## config.mk

```make
export PLATFORM = sky130hd
export DESIGN_NAME = multicycle_control
export DESIGN_NICKNAME = d
export VERILOG_FILES = /design/src/rtl/multicycle_control.sv
export SDC_FILE = /design/constraint.sdc
export NUM_CORES = 1
export LEC_CHECK = 0
export BUFFER_PORTS_ARGS = -buffer_cell sky130_fd_sc_hd__buf_2
export CELL_PAD_IN_SITES_DETAIL_PLACEMENT = 1
export CELL_PAD_IN_SITES_GLOBAL_PLACEMENT = 1
export CORE_ASPECT_RATIO = 0.75
export CORE_MARGIN = 3
export CORE_UTILIZATION = 36
export CTS_BUF_LIST = sky130_fd_sc_hd__clkbuf_4 sky130_fd_sc_hd__clkbuf_8
export DETAILED_ROUTE_END_ITERATION = 10
export PLACE_DENSITY = 0.9
export SYNTH_ARGS = -nofsm -noshare
export SYNTH_HDL_FRONTEND = slang
export SYNTH_SLANG_ARGS = --single-unit
export TNS_END_PERCENT = 20
```

## constraint.sdc

```tcl
create_clock -name clk -period 1.9 [get_ports clk]
set_clock_uncertainty 0.05 [all_clocks]
set_input_delay 0.38 -clock clk [delete_from_list [all_inputs] [get_ports clk]]
set_output_delay 0.38 -clock clk [all_outputs]
set_load 0.01 [all_outputs]
```

## src/rtl/multicycle_control.sv

```systemverilog
// multicycle_control: multi-cycle RV32I control unit (IR, FSM, wait timeout, retire count).
// Build option ILLEGAL_TRAP_EN: illegal encodings trap to ERR and raise illegal_insn.
module multicycle_control #(
    parameter int unsigned WAIT_LIMIT = 15,
    parameter int unsigned RET_W      = 32
) (
    input  logic             clk,
    input  logic             rst_n,
    input  logic [31:0]      mem_rdata,
    input  logic             mem_ready,
    input  logic             BrEq,
    input  logic             BrLT,
    output logic             mem_req,
    output logic             MemWrite,
    output logic             RegWrite,
    output logic [3:0]       ALUControl,
    output logic [2:0]       LControl,
    output logic [1:0]       SControl,
    output logic             ASel,
    output logic             ALUSrc,
    output logic [1:0]       WBSel,
    output logic             BrUn,
    output logic             pc_write,
    output logic             pc_sel,
    output logic [31:0]      ir,
    output logic             busy,
    output logic             bus_err,
`ifdef ILLEGAL_TRAP_EN
    output logic             illegal_insn,
`endif
    output logic [RET_W-1:0] retired
);

    localparam logic [6:0] OPC_OP    = 7'b0110011;
    localparam logic [6:0] OPC_OPI   = 7'b0010011;
    localparam logic [6:0] OPC_LUI   = 7'b0110111;
    localparam logic [6:0] OPC_AUIPC = 7'b0010111;
    localparam logic [6:0] OPC_JAL   = 7'b1101111;
    localparam logic [6:0] OPC_JALR  = 7'b1100111;
    localparam logic [6:0] OPC_LOAD  = 7'b0000011;
    localparam logic [6:0] OPC_STORE = 7'b0100011;
    localparam logic [6:0] OPC_BR    = 7'b1100011;

    localparam logic [3:0] ALU_ADD  = 4'b0000;
    localparam logic [3:0] ALU_SUB  = 4'b0001;
    localparam logic [3:0] ALU_SLL  = 4'b0010;
    localparam logic [3:0] ALU_SLT  = 4'b0011;
    localparam logic [3:0] ALU_SLTU = 4'b0100;
    localparam logic [3:0] ALU_XOR  = 4'b0101;
    localparam logic [3:0] ALU_SRL  = 4'b0110;
    localparam logic [3:0] ALU_SRA  = 4'b0111;
    localparam logic [3:0] ALU_OR   = 4'b1000;
    localparam logic [3:0] ALU_AND  = 4'b1001;

    localparam logic [31:0] NOP      = 32'h00000013;
    localparam logic [7:0]  WAIT_MAX = 8'(WAIT_LIMIT - 1);

    typedef enum logic [2:0] {
        S_IDLE,
        S_FETCH,
        S_DECODE,
        S_EXEC,
        S_MEM,
        S_WB,
        S_ERR
    } state_e;

    state_e           state_q, state_d;
    logic [31:0]      ir_q, ir_d;
    logic [7:0]       wait_q, wait_d;
    logic [RET_W-1:0] ret_q, ret_d;
    logic             berr_q, berr_d;
`ifdef ILLEGAL_TRAP_EN
    logic             ill_q, ill_d;
`endif

    logic [6:0] opc;
    logic [2:0] f3;
    logic [6:0] f7;
    logic       is_op, is_opi, is_lui, is_auipc, is_jal, is_jalr;
    logic       is_load, is_store, is_br;
    logic       legal, taken, timeout;
    logic [3:0] alu_op;
    logic [2:0] ld_ctl;

    assign opc      = ir_q[6:0];
    assign f3       = ir_q[14:12];
    assign f7       = ir_q[31:25];
    assign is_op    = opc == OPC_OP;
    assign is_opi   = opc == OPC_OPI;
    assign is_lui   = opc == OPC_LUI;
    assign is_auipc = opc == OPC_AUIPC;
    assign is_jal   = opc == OPC_JAL;
    assign is_jalr  = opc == OPC_JALR;
    assign is_load  = opc == OPC_LOAD;
    assign is_store = opc == OPC_STORE;
    assign is_br    = opc == OPC_BR;

    // funct3[2] picks LT vs EQ, funct3[0] inverts (BNE/BGE/BGEU)
    assign taken   = (f3[2] ? BrLT : BrEq) ^ f3[0];
    assign timeout = !mem_ready && (wait_q == WAIT_MAX);

    always_comb begin
        legal = 1'b0;
        case (opc)
            OPC_OP:    legal = (f7 == 7'h00) ||
                               (f7 == 7'h20 && (f3 == 3'd0 || f3 == 3'd5));
            OPC_OPI:   legal = (f3 == 3'd1) ? (f7 == 7'h00) :
                               (f3 == 3'd5) ? (f7 == 7'h00 || f7 == 7'h20) : 1'b1;
            OPC_LUI,
            OPC_AUIPC,
            OPC_JAL:   legal = 1'b1;
            OPC_JALR:  legal = f3 == 3'd0;
            OPC_LOAD:  legal = f3 != 3'd3 && f3 < 3'd6;
            OPC_STORE: legal = f3 < 3'd3;
            OPC_BR:    legal = f3 != 3'd2 && f3 != 3'd3;
            default:   legal = 1'b0;
        endcase
    end

    always_comb begin
        alu_op = ALU_ADD;
        if (is_op || is_opi) begin
            case (f3)
                3'd0: alu_op = (is_op && f7[5]) ? ALU_SUB : ALU_ADD;
                3'd1: alu_op = ALU_SLL;
                3'd2: alu_op = ALU_SLT;
                3'd3: alu_op = ALU_SLTU;
                3'd4: alu_op = ALU_XOR;
                3'd5: alu_op = f7[5] ? ALU_SRA : ALU_SRL;
                3'd6: alu_op = ALU_OR;
                3'd7: alu_op = ALU_AND;
            endcase
        end
    end

    always_comb begin
        ld_ctl = 3'b000;
        case (f3)
            3'd1:    ld_ctl = 3'b001;
            3'd2:    ld_ctl = 3'b010;
            3'd4:    ld_ctl = 3'b011;
            3'd5:    ld_ctl = 3'b100;
            default: ld_ctl = 3'b000;
        endcase
    end

    always_comb begin
        state_d = state_q;
        ir_d    = ir_q;
        wait_d  = wait_q;
        ret_d   = ret_q;
        berr_d  = berr_q;
`ifdef ILLEGAL_TRAP_EN
        ill_d   = ill_q;
`endif
        case (state_q)
            S_IDLE: begin
                state_d = S_FETCH;
                wait_d  = 8'd0;
            end
            S_FETCH: begin
                if (mem_ready) begin
                    ir_d    = mem_rdata;
                    state_d = S_DECODE;
                    wait_d  = 8'd0;
                end else if (timeout) begin
                    berr_d  = 1'b1;
                    state_d = S_ERR;
                end else begin
                    wait_d  = wait_q + 8'd1;
                end
            end
            S_DECODE: begin
                if (legal) begin
                    state_d = S_EXEC;
                end else begin
`ifdef ILLEGAL_TRAP_EN
                    ill_d   = 1'b1;
                    state_d = S_ERR;
`else
                    state_d = S_FETCH;
                    wait_d  = 8'd0;
`endif
                end
            end
            S_EXEC: begin
                if (is_load || is_store) begin
                    state_d = S_MEM;
                    wait_d  = 8'd0;
                end else if (is_br) begin
                    ret_d   = ret_q + RET_W'(1);
                    state_d = S_FETCH;
                    wait_d  = 8'd0;
                end else begin
                    state_d = S_WB;
                end
            end
            S_MEM: begin
                if (mem_ready) begin
                    wait_d = 8'd0;
                    if (is_store) begin
                        ret_d   = ret_q + RET_W'(1);
                        state_d = S_FETCH;
                    end else begin
                        state_d = S_WB;
                    end
                end else if (timeout) begin
                    berr_d  = 1'b1;
                    state_d = S_ERR;
                end else begin
                    wait_d  = wait_q + 8'd1;
                end
            end
            S_WB: begin
                ret_d   = ret_q + RET_W'(1);
                state_d = S_FETCH;
                wait_d  = 8'd0;
            end
            default: state_d = S_ERR;
        endcase
    end

    always_ff @(posedge clk or negedge rst_n) begin
        if (!rst_n) begin
            state_q <= S_IDLE;
            ir_q    <= NOP;
            wait_q  <= 8'd0;
            ret_q   <= '0;
            berr_q  <= 1'b0;
`ifdef ILLEGAL_TRAP_EN
            ill_q   <= 1'b0;
`endif
        end else begin
            state_q <= state_d;
            ir_q    <= ir_d;
            wait_q  <= wait_d;
            ret_q   <= ret_d;
            berr_q  <= berr_d;
`ifdef ILLEGAL_TRAP_EN
            ill_q   <= ill_d;
`endif
        end
    end

    always_comb begin
        mem_req    = 1'b0;
        MemWrite   = 1'b0;
        RegWrite   = 1'b0;
        ALUControl = ALU_ADD;
        LControl   = 3'b000;
        SControl   = 2'b00;
        ASel       = 1'b0;
        ALUSrc     = 1'b0;
        WBSel      = 2'b00;
        BrUn       = 1'b0;
        pc_write   = 1'b0;
        pc_sel     = 1'b0;
        case (state_q)
            S_FETCH: mem_req = 1'b1;
            S_DECODE: begin
`ifndef ILLEGAL_TRAP_EN
                pc_write = !legal;
`endif
            end
            S_EXEC: begin
                ALUControl = alu_op;
                ASel       = is_auipc || is_jal || is_br;
                ALUSrc     = !is_op;
                BrUn       = is_br && f3[1];
                pc_write   = is_br;
                pc_sel     = is_br && taken;
            end
            S_MEM: begin
                // address operands stay applied for the whole access
                mem_req  = 1'b1;
                MemWrite = is_store;
                ALUSrc   = 1'b1;
                LControl = is_load ? ld_ctl : 3'b000;
                SControl = is_store ? f3[1:0] : 2'b00;
                pc_write = is_store && mem_ready;
            end
            S_WB: begin
                RegWrite = 1'b1;
                LControl = is_load ? ld_ctl : 3'b000;
                WBSel    = is_load ? 2'b01 :
                           (is_jal || is_jalr) ? 2'b10 :
                           is_lui ? 2'b11 : 2'b00;
                pc_write = 1'b1;
                pc_sel   = is_jal || is_jalr;
            end
            default: ;
        endcase
    end

    assign ir      = ir_q;
    assign busy    = (state_q != S_IDLE) && (state_q != S_ERR);
    assign bus_err = berr_q;
    assign retired = ret_q;
`ifdef ILLEGAL_TRAP_EN
    assign illegal_insn = ill_q;
`endif

endmodule

```

After elaboration in Yosys (flattened, before gate mapping)
Index checks and enable logic that the tools add are counted.
{"block": "word_totals", "reg_bits": 76, "inputBits": 37, "out_inout_bits": 85, "elab_cells": 123}
{"block": "classes", "addsub": 2, "order_cmp": 2, "n_eq_ne": 33, "n_mux": 45, "bitwise_logic": 2, "n_reduce_logical": 34}
{"op": "32-bit 2-to-1 mux", "n": 4}
{"op": "32-bit one-hot mux with 3 select lines", "n": 1}
{"op": "8-bit 2-to-1 mux", "n": 5}
{"op": "32-bit by 1-bit adder with 32-bit output (second input constant)", "n": 1}
{"op": "4-bit one-hot mux with 8 select lines", "n": 1}
{"op": "8-bit one-hot mux with 4 select lines", "n": 1}
{"op": "7-bit by 6-bit == test with 1-bit output (second input constant)", "n": 4}
{"op": "3-bit 2-to-1 mux", "n": 8}
{"op": "7-bit == test (second input constant)", "n": 3}
{"op": "3-bit == test (second input constant)", "n": 6}
{"op": "3-bit one-hot mux with 5 select lines", "n": 1}
{"op": "7-bit by 5-bit == test with 1-bit output (second input constant)", "n": 2}
{"op": "2-bit 2-to-1 mux", "n": 7}
{"op": "3-bit by 2-bit == test with 1-bit output (second input constant)", "n": 4}
{"op": "3-bit one-hot mux with 4 select lines", "n": 1}
{"op": "1-bit 2-to-1 mux", "n": 10}
{"op": "2-bit inequality test (second input constant)", "n": 5}
{"op": "1-bit logical AND", "n": 9}
{"op": "3-bit inequality test (second input constant)", "n": 3}
{"op": "8-bit by 1-bit adder with 8-bit output (second input constant)", "n": 1}
{"op": "8-bit by 4-bit == test with 1-bit output (second input constant)", "n": 1}
{"op": "1-bit logical OR", "n": 8}
{"op": "4-bit 2-to-1 mux", "n": 2}
{"op": "7-bit by 2-bit == test with 1-bit output (second input constant)", "n": 1}
{"op": "20 further kinds", "n": 29}

Depth between registers and ports, before layout
Gate-level depths: netlist of the first run.
{"block": "logic_depth", "word_depth": 7, "mapped_depth": 8, "ltp_nobuf": 7}

Worst setup path after synthesis of the first run
Ideal clock, no wire load.
{"block": "synth_timing", "path_type": "register to output", "from": "register ir_q[4], in the netlist ir[4]", "to": "output port pc_write", "t_arrival_ns": 1.623, "t_required_ns": 1.470, "slack_ns": -0.153, "stages_incl_launch_ff": 7, "path_buffers": 0, "path_cell_list": "dfstp_2 > and3b_1 > o211ai_1 > o22ai_1 > a31oi_2 > a31oi_1 > nor2_1"}
{"block": "synth_between", "elab_chain_cells": 5, "word_cells_on_any_way": 14, "cone_classes": "eq/ne: 9; mux: 2; reduce/logical: 3"}
{"element": "from (decl)", "line_no": "69", "source": "logic [31:0] ir_q, ir_d;"}
{"element": "from (signal assigned)", "line_no": "236", "source": "ir_q <= ir_d;"}
{"element": "7-bit by 6-bit == test with 1-bit output (tied with other cells)", "line_no": "105", "source": "case (opc)"}
{"element": "3-bit OR reduction", "line_no": "105"}
{"element": "1-bit one-hot mux with 7 select lines", "line_no": "105"}
{"element": "1-bit zero test", "line_no": "263", "source": "pc_write = !legal;"}
{"element": "1-bit one-hot mux with 4 select lines *", "line_no": "259", "source": "case (state_q)"}
{"element": "to (decl)", "line_no": "23", "source": "output logic pc_write,"}
Every way passes the cells marked *; elsewhere a longest branch is shown, timed or not.

Worst setup path after layout of the first run
{"block": "layout_timing", "from": "register ir_q[14], in the netlist ir[14]", "to": "output port pc_write"}
{"block": "layout_between", "elab_chain_cells": 7, "word_cells_on_any_way": 17, "cone_classes": "order compare: 2; eq/ne: 4; mux: 4; reduce/logical: 7"}
{"element": "branches (longest 4 deep; another with 3-bit less-than comparator)"}
{"element": "1-bit one-hot mux with 7 select lines *", "line_no": "105"}
{"element": "1-bit zero test *", "line_no": "263"}
{"element": "1-bit one-hot mux with 4 select lines *", "line_no": "259"}
Every way passes the cells marked *.

==> impl_results.md, run 1 <==
* Fin area at 5900 µm²
* Worst path depth at 7
* CP Max Fanout at 6
* Met2 Use GR at 41.1%
* Starting density of the core at 37.5%
* Most common cell after layout, fill and taps aside: buf_2
* Most frequent cells in the layout: buf_2, dfrtp_1, buf_4
* Post-Layout Cell Count at 713
* Rows at 32
* Gr ovfl total at 0
* Clock network latency to the later pin of the worst-skew pair at 0.37 ns
* Worst Hold Class: in -> reg
* Slew Viols, Final at 0
* Port buffer count at 121
* Asr flop ratio synth at 100%
* Measured slew at the worst slew-check pin at 0.506 ns
* Worst rel slew slack at 66.3%
* Crit-path leading delay family: compound AO/OA/AOI/OAI gates
* Number of synthesized flops with an enable pin at 0
* Reg2Reg Depth at 9
* Area Overhead vs Synth at 50.5%
* Hold path cells at 2
* Vias/cell at 5.43
* Drt wl/cell at 21.1 µm
* Post-DRT Antenna Nets at 0
* Post-synth top flop: dfrtp_1
* Place WS at -0.308 ns
* Clock Sinks at 76
* Overall power at 3.17 mW
* CTS Buf Count at 9
* DR vias at 3875
* # setup viols final at 59
* Nets at 613
* Register area share after synthesis at 48.6%
* GRT met3 Usage at 5.93%
* Syn Inst Count at 375
* Synth Register Bits at 76
* Largest net degree at the start of global routing at 43
* Die W at 127 µm
* Root Driver: clkbuf_8
* Gr usage total at 23.0%
* Setup crit end kind: output pin
* Placed cells at 686
* TNS Setup at -15.38 ns
* Post-Syn Area per Cell at 10.5 µm²
* Core Util, Final at 56.5%
* Max-cap violations at 0
* Hold path start: mem_rdata[10]
* Storage cell area at 1910 µm²
* Worst path required time at 1.47 ns
* Status: finished, violations left
* # fillers at 1175
* Min cycle time layout at 2.60 ns
* Count of final hold-check violations at 0
* Core ar. at 10500 µm²
* Vias in the first global route at 4143
* Syn_nets at 417
* Max incr delay on CP at 0.47 ns
* Ys Warns at 0
* WP data arrival at 2.17 ns
* Grt peak-use layer: met2
* Crit path launch type: flop
* Final WS setup at -0.703 ns
* Final GP Congestion at 0.862
* Final wirelength at 15100 µm
* Area of the die at 12200 µm²
* Initial DRC Count at 175
* End of the critical path: pc_write
* Detailed Routing Iterations Pass 1 at 5
* Violated checks: negative setup slack
* H-tree levels at 3
* Max Freq at 0.384 GHz
* VDD IR-drop max at 404 µV
* Placed instance area at 5200 µm²
* I/O Pins at 122
* Tcrit/Tclk final at 137%
* Hold slack final at 0.186 ns
* Worst setup path category: reg -> out
* GR Util met1 at 27.0%
* Buf/Inv on CP at 1
* RSZ-0062 raised after global routing: true
* RR Startpoint: ir[26]
* Initial antenna violation count at 2
* Reg2reg end: wait_q[1]
* Deepest clock path buffer count at 2
* Global-route wire length before repair at 21900 µm
* Leakage Power at 3.04 nW
* Die height at 96.4 µm
* Area occupied by multi-input gates at 2240 µm²
* Share of layout cells above drive strength 1 at 55.2%
* TritonCTS clock tree: yes
* Synth unique cells at 56
* Critical path startpoint: ir[14]
* R2r setup slk at -0.34 ns
* Worst path cell trace: nand2b_1 -> a32oi_1 -> o22ai_2 -> a31oi_2 -> a31oi_1 -> nor2_1 -> buf_2
* DRC viols at 0
* Worst-path clk slew at 0.09 ns
* Mapped Area at 3920 µm²
* Slowest-stage cell, CP: dfrtp_2
* Post-DP HPWL at 9970 µm
* PD cells at 537 nW/µm²
## how the worst min path moves through the flow
| stage | endpoint | slack (ns) |
|---|---|---|
| floorplan | bus_err | 0.03 |
| global placement | ir[9] | 0.33 |
| detailed placement | ir[7] | 0.33 |
| CTS | ir[10] | 0.17 |
| global route | ir[19] | 0.18 |
| finish | ir[10] | 0.19 |
## where the power goes
| group | internal (mW) | switching (mW) | leakage, nW |
|---|---|---|---|
| sequential | 1.62 | 0 | 0.996 |
| clock | 0.787 | 0.679 | 0.117 |
| combinational | 0.0373 | 0.0509 | 1.92 |
| total | 2.44 | 0.730 | 3.04 |
## layer usage
metal	vias up	share of wire, %
met5	-	0.14
met1	1968	39
met4	4	2.7
li1	1714	-
met3	38	5.9
met2	151	52
## synthesized netlist by cell type (4+ instances only)
cell,instances,area (µm²)
a21o_1,6,45.0
a21oi_1,6,30.0
and2_1,8,50.1
and3_1,10,62.6
buf_2,12,60.1
dfrtp_1,73,1830
ha_1,5,62.6
inv_1,13,48.8
mux2_2,29,327
nand2_1,30,113
nand3_1,23,115
nand4_1,5,31.3
nor2_1,26,97.6
nor2b_1,5,31.3
nor3_1,14,70.1
nor3b_1,4,30.0
o211ai_1,5,37.5
o21ai_0,10,50.1
o22ai_1,4,25.0
o31ai_1,4,30.0
xnor2_1,23,201
xor2_1,11,96.3
## cells by family (layout without fill, tap and decap cells)
kind of cell | Yosys count | in the layout | synth area share (%)
flip-flops | 76 | 76 | 48.6
multiplexers | 31 | 31 | 8.86
buffers and inverters | 29 | 230 | 3.35
other | 0 | 1 | 0
adder cells (fa/ha/maj) | 5 | 5 | 1.59
AND/OR/NAND/NOR | 147 | 147 | 19.9
XOR/XNOR | 34 | 34 | 7.59
AO/OA/AOI/OAI | 53 | 53 | 10.2
## repair_timing
item	CTS	global route
setup buffers	4	5
setup endpoints to repair	57	60
gates resized for setup	44	37
hold buffers	1	0
pin swaps	23	15
hold endpoints to repair	31	0
## registers in the layout, summed over array words and instances (netlist names)
name     count
bus_err      1
wait_q       8
state_q      3
retired     32
ir          32
## cell type report
| cell class | count | share of cell area (%) |
|---|---|---|
| clock buffer | 10 | 2.33 |
| clock inverter | 6 | 1.61 |
| inverter | 13 | 0.826 |
| timing repair buffer | 201 | 22.0 |
| antenna | 1 | 0.0424 |
| multi-input combinational | 270 | 37.9 |
| tap | 136 | 2.88 |
| sequential | 76 | 32.4 |
Power figures use the tool's default switching activity.
==> run 2: changes to the inputs <==
--- a/config.mk
+++ b/config.mk
@@ -15,4 +15,6 @@
 export DETAILED_ROUTE_END_ITERATION = 10
 export PLACE_DENSITY = 0.9
+export SKIP_CTS_REPAIR_TIMING = 1
+export SLEW_MARGIN = 40
 export SYNTH_ARGS = -nofsm -noshare
 export SYNTH_HDL_FRONTEND = slang
--- a/constraint.sdc
+++ b/constraint.sdc
@@ -3,3 +3,3 @@
 set_input_delay 0.38 -clock clk [delete_from_list [all_inputs] [get_ports clk]]
 set_output_delay 0.38 -clock clk [all_outputs]
-set_load 0.01 [all_outputs]
+set_load 0.02 [all_outputs]
==> run 2 against run 1 <==
  * The run still ends with negative setup slack left
  * Register-to-register slack got worse by 0.09 ns
  * Flip-flop and latch count did not move
  * Total power fell by 2.6%
  * Clock power fell by 6%
  * Highest routed layer is now met4
==> impl_results.md, run 2 (synthesis gave the netlist of run 1 again) <==
* Final wirelength at 17000 µm (+13%)
* Worst Hold Class: in -> reg
* Gr usage total at 22.1% (-0.92 points)
* Die height at 96.4 µm (unchanged)
* TritonCTS clock tree: yes
* PD cells at 507 nW/µm² (-5.5%)
* Core ar. at 10500 µm² (unchanged)
* Initial DRC Count at 254 (+45%)
* Deepest clock path buffer count at 2 (unchanged)
* Post-DRT Antenna Nets at 0 (unchanged)
* CP Max Fanout at 2 (-4)
* Leakage Power at 3.12 nW (+2.9%)
* Count of final hold-check violations at 0 (unchanged)
* # setup viols final at 58 (-1.7%)
* Vias/cell at 5.61 (+3.2%)
* Worst path required time at 1.47 ns (about the same)
* Worst rel slew slack at 63.9% (-2.3 points)
* Worst path cell trace: nor4_4 -> nand2_1 -> o311ai_2 -> a31oi_2 -> a31oi_1 -> nor2_2 -> buf_6
* Slew Viols, Final at 0 (unchanged)
* VDD IR-drop max at 405 µV (+0.17%)
* Worst setup path category: reg -> out
* TNS Setup at -18.56 ns (-3.18 ns)
* Initial antenna violation count at 0 (-2)
* Share of layout cells above drive strength 1 at 56.8% (+1.6 points)
* Ant diodes at 0 (-1)
* WP data arrival at 2.17 ns (about the same)
* Rows at 32 (unchanged)
* Status: finished, violations left
* Measured slew at the worst slew-check pin at 0.537 ns (+0.0310 ns)
* Area Overhead vs Synth at 55.1%
* Root Driver: clkbuf_8
* Setup crit end kind: output pin
* Largest net degree at the start of global routing at 36 (-16%)
* Max-cap violations at 0 (unchanged)
* Die W at 127 µm (unchanged)
* Final WS setup at -0.700 ns (+0.00241 ns)
* Vias in the first global route at 4155 (+0.29%)
* Drt wl/cell at 23.8 µm (+12%)
* Core Util, Final at 58.2% (+1.7 points)
* DRC viols at 0 (unchanged)
* Place WS at -0.312 ns (-0.00375 ns)
* Detailed Routing Iterations Pass 1 at 5 (unchanged)
* Tcrit/Tclk final at 137% (about the same)
* # fillers at 1136 (-3.3%)
* Gr ovfl total at 0 (unchanged)
* Min cycle time layout at 2.60 ns (-0.00241 ns)
* Max Freq at 0.385 GHz (about the same)
* DR vias at 4021 (+3.8%)
* Global-route wire length before repair at 21400 µm (-2.4%)
* Post-DP HPWL at 10000 µm (+0.29%)
* Violated checks: negative setup slack
* Max incr delay on CP at 0.45 ns (-0.02 ns)
* Worst-path clk slew at 0.10 ns (about the same)
* Nets at 618 (+0.82%)
* Final GP Congestion at 0.877 (+1.7%)
* Most frequent cells in the layout: buf_2, buf_4, dfrtp_1
* Overall power at 3.09 mW (-2.6%)
* Crit path launch type: flop
* Slowest-stage cell, CP: dfrtp_1
* Clock network latency to the later pin of the worst-skew pair at 0.37 ns (about the same)
* Port buffer count at 121 (unchanged)
* Most common cell after layout, fill and taps aside: buf_2
* Clock Sinks at 76 (unchanged)
* CTS Buf Count at 9 (unchanged)
* I/O Pins at 122 (unchanged)
* Starting density of the core at 37.5% (unchanged)
* H-tree levels at 3 (unchanged)
* RSZ-0062 raised after global routing: true
* Area of the die at 12200 µm² (unchanged)
run 2: final cells by class:
cell class	instances	area, µm²	share of cell area [%]
well taps	136	170	2.80
flip-flops and latches	76	1920	31.5
repair buffers	206	1420	23.4
multi-input cells	270	2310	38.0
clock inverters	4	55.1	0.905
clock buffers	12	159	2.61
inverters	13	48.8	0.802
run 2: worst max-delay path: cells and delay by family, from the launching register on:
kind,cells,cell delay (ns)
AO/OA/AOI/OAI,3,0.64
AND/OR/NAND/NOR,3,0.59
flip-flops,1,0.45
buffers and inverters,1,0.13
run 2: power by group:
group | leakage [nW] | total (mW) | switching (mW) | internal, mW
Clock | 0.107 | 1.38 | 0.674 | 0.704
Sequential | 0.990 | 1.62 | 0 | 1.62
Combinational | 2.03 | 0.0943 | 0.0560 | 0.0383
Total | 3.12 | 3.09 | 0.730 | 2.36
run 2: worst paths after layout:
path / slack (ns) / startpoint / end / cells after the start
min in group asynchronous: 0.42 / rst_n / retired[15] / 2
max: -0.70 / ir[27] / pc_write / 7
max in group asynchronous: 0.77 / rst_n / ir[4] / 3
min reg2reg: 0.42 / retired[31] / retired[31] / 1
max reg2reg: -0.43 / ir[0] / retired[31] / 9
min: 0.19 / mem_rdata[21] / ir[21] / 2
run 2: layer usage:
layer	up-vias	part of all wire (%)	GRT usage [%]
li1	1723	-	-
met1	2056	39	26.8
met2	185	51	38.3
met3	57	5.1	5.49
met4	0	4.2	8.93
met5	-	0	0
run 2: metrics by stage:
stage	instances	hold WS [ns]	area, µm²
6_report	717	0.188	6090
5_1_grt	717	0.184	6090
4_1_cts	700	-0.135	5490
3_5_place_dp	684	0.267	5270
3_3_place_gp	684	0.257	5270
2_1_floorplan	375	0.0344	4030
==> run 3: changes to the inputs <==
- RECOVER_POWER: default -> 25
==> run 3 against run 2 <==
  * Largest cell class unchanged
  * Total power down 0.10%
  * Wire length decreased by 0.17%
  * Die area is the same
  * Critical path depth stayed put
  * Non-clock buffer count unchanged
  * Setup slack worse by 0.040 ns
  * Flip-flop and latch count is the same
  * The run still ends with negative setup slack left
  * Worst hold slack hardly changed
==> impl_results.md, run 3 (synthesis gave the netlist of run 1 again) <==
* H-tree levels at 3 (unchanged)
* Internal at 2.35 mW (-0.15%)
* Final wirelength at 17000 µm (-0.17%)
* VDD IR-drop max at 405 µV (about the same)
* Comb pwr share at 2.9% (-0.2 points)
* Crit path launch type: flop
* Max incr delay on CP at 0.45 ns (about the same)
* Port buffer count at 121 (unchanged)
* TNS Setup at -19.10 ns (-0.536 ns)
* Crit-path leading delay family: compound AO/OA/AOI/OAI gates
* Tcrit/Tclk final at 139% (+2.1 points)
* Share of layout cells above drive strength 1 at 56.8% (unchanged)
* Starting density of the core at 37.5% (unchanged)
* Vias in the first global route at 4155 (unchanged)
* Switching part of the total power at 23.7% (+0.038 points)
* Detailed Routing Iterations Pass 1 at 5 (unchanged)
* PD cells at 508 nW/µm² (+0.14%)
* Max-cap violations at 0 (unchanged)
* Measured slew at the worst slew-check pin at 0.696 ns (+0.159 ns)
* Final WS setup at -0.741 ns (-0.0403 ns)
* Area of the die at 12200 µm² (unchanged)
* CTS Buf Count at 9 (unchanged)
* Leakage Power at 3.12 nW (-0.17%)
* Vias/cell at 5.61 (unchanged)
* WP data arrival at 2.21 ns (+0.04 ns)
* Worst-path clk slew at 0.10 ns (about the same)
* Die height at 96.4 µm (unchanged)
* Worst path required time at 1.47 ns (about the same)
* Setup crit end kind: output pin
* Post-DP HPWL at 10000 µm (unchanged)
* Post-Layout Cell Count at 717 (unchanged)
* DR vias at 4021 (unchanged)
* Sw power at 0.730 mW (about the same)
* # fillers at 1139 (+0.26%)
* Largest net degree at the start of global routing at 36 (unchanged)
* Post-DRT Antenna Nets at 0 (unchanged)
* Clock network latency to the later pin of the worst-skew pair at 0.37 ns (about the same)
* Initial DRC Count at 263 (+3.5%)
* Count of final hold-check violations at 0 (unchanged)
* Worst rel slew slack at 53.6% (-10 points)
* Nets at 618 (unchanged)
* Root Driver: clkbuf_8
* Slew Viols, Final at 0 (unchanged)
* Overall power at 3.09 mW (-0.10%)
* Place WS at -0.312 ns (unchanged)
* Worst Hold Class: in -> reg
* Violated checks: negative setup slack
* Core ar. at 10500 µm² (unchanged)
* Buf/Inv on CP at 1 (unchanged)
* Clock Sinks at 76 (unchanged)
* Drt wl/cell at 23.7 µm (-0.17%)
* Gr ovfl total at 0 (unchanged)
* Final GP Congestion at 0.877 (unchanged)
* Most frequent cells in the layout: buf_2, buf_4, dfrtp_1
* Die W at 127 µm (unchanged)
* Clock network fraction of design power at 44.7% (about the same)
* Initial antenna violation count at 0 (unchanged)
* Worst setup path category: reg -> out
* Gr usage total at 22.1% (unchanged)
* Min cycle time layout at 2.64 ns (+0.0403 ns)
* Worst path cell trace: nor4_4 -> nand2_1 -> o311ai_2 -> a31oi_2 -> a31oi_1 -> nor2_2 -> buf_6
* Max Freq at 0.379 GHz (-1.5%)
* Slowest-stage cell, CP: dfrtp_1
* Flop pwr share at 52.4% (about the same)
* Deepest clock path buffer count at 2 (unchanged)
* Ant diodes at 0 (unchanged)
* TritonCTS clock tree: yes
* I/O Pins at 122 (unchanged)
* Area Overhead vs Synth at 54.7%
* Rows at 32 (unchanged)
* Most common cell after layout, fill and taps aside: buf_2
* Status: finished, violations left
* CP Max Fanout at 2 (unchanged)
* Placed cells at 684 (unchanged)
* Core Util, Final at 58.1% (-0.14 points)
* Global-route wire length before repair at 21400 µm (unchanged)
* DRC viols at 0 (unchanged)
* RSZ-0062 raised after global routing: true
* # setup viols final at 59 (+1.7%)
## run 3: cell types whose count changed in the layout (fill, tap and decap cells not counted)
cell / previous run / this run
clkbuf_4: 1 / 2
buf_4: 74 / 73
clkbuf_2: 0 / 1
buf_12: 3 / 2
## run 3: worst paths after layout
check	from	to	slack (ns)	depth (start not counted)
max	ir[27]	pc_write	-0.74	7
min	mem_rdata[21]	ir[21]	0.19	2
max reg2reg	ir[0]	retired[31]	-0.44	9
min reg2reg	retired[31]	retired[31]	0.42	1
max in group asynchronous	rst_n	state_q[1]	0.17	3
min in group asynchronous	rst_n	retired[15]	0.53	2
## run 3: layout make-up
cell class | count | area, µm² | area share (%)
Multi-Input combinational cell | 270 | 2310 | 38.1
Sequential cell | 76 | 1920 | 31.6
Inverter | 13 | 48.8 | 0.804
Clock inverter | 4 | 55.1 | 0.907
Timing Repair Buffer | 206 | 1410 | 23.2
Tap cell | 136 | 170 | 2.80
Clock buffer | 12 | 159 | 2.62
## run 3: power by group through the flow
stage	Clock [mW]	Combinational, mW	Sequential (mW)
after floorplan	0	0.00685	1.65
after global placement	0	0.0839	1.65
after detailed placement	0	0.0886	1.65
after CTS	1.38	0.0891	1.62
after global routing	1.46	0.0999	1.62
final	1.38	0.0901	1.62
## run 3: worst register-to-register path: cells and delay by family (launching register included)
kind                      cells  cell delay, ns
xor gates and xnor gates      1            0.17
and+or+nand+nor               3            0.82
DFF                           1            0.56
AOI/OAI and AO/OA             2            0.27
buffers and inverters         3            0.40
## run 3: routing by layer
| layer | track usage, % | wire length (µm) |
|---|---|---|
| met1 | 26.8 | 6610 |
| met2 | 38.3 | 8810 |
| met3 | 5.49 | 841 |
| met5 | 0 | 0 |
| met4 | 8.93 | 751 |
## run 3: metrics by stage
step	cell area [µm²]	hold slack, ns
global route	6070	0.184
global placement	5270	0.257
CTS	5490	-0.135
finish	6070	0.188
floorplan	4030	0.0344
detailed placement	5270	0.267
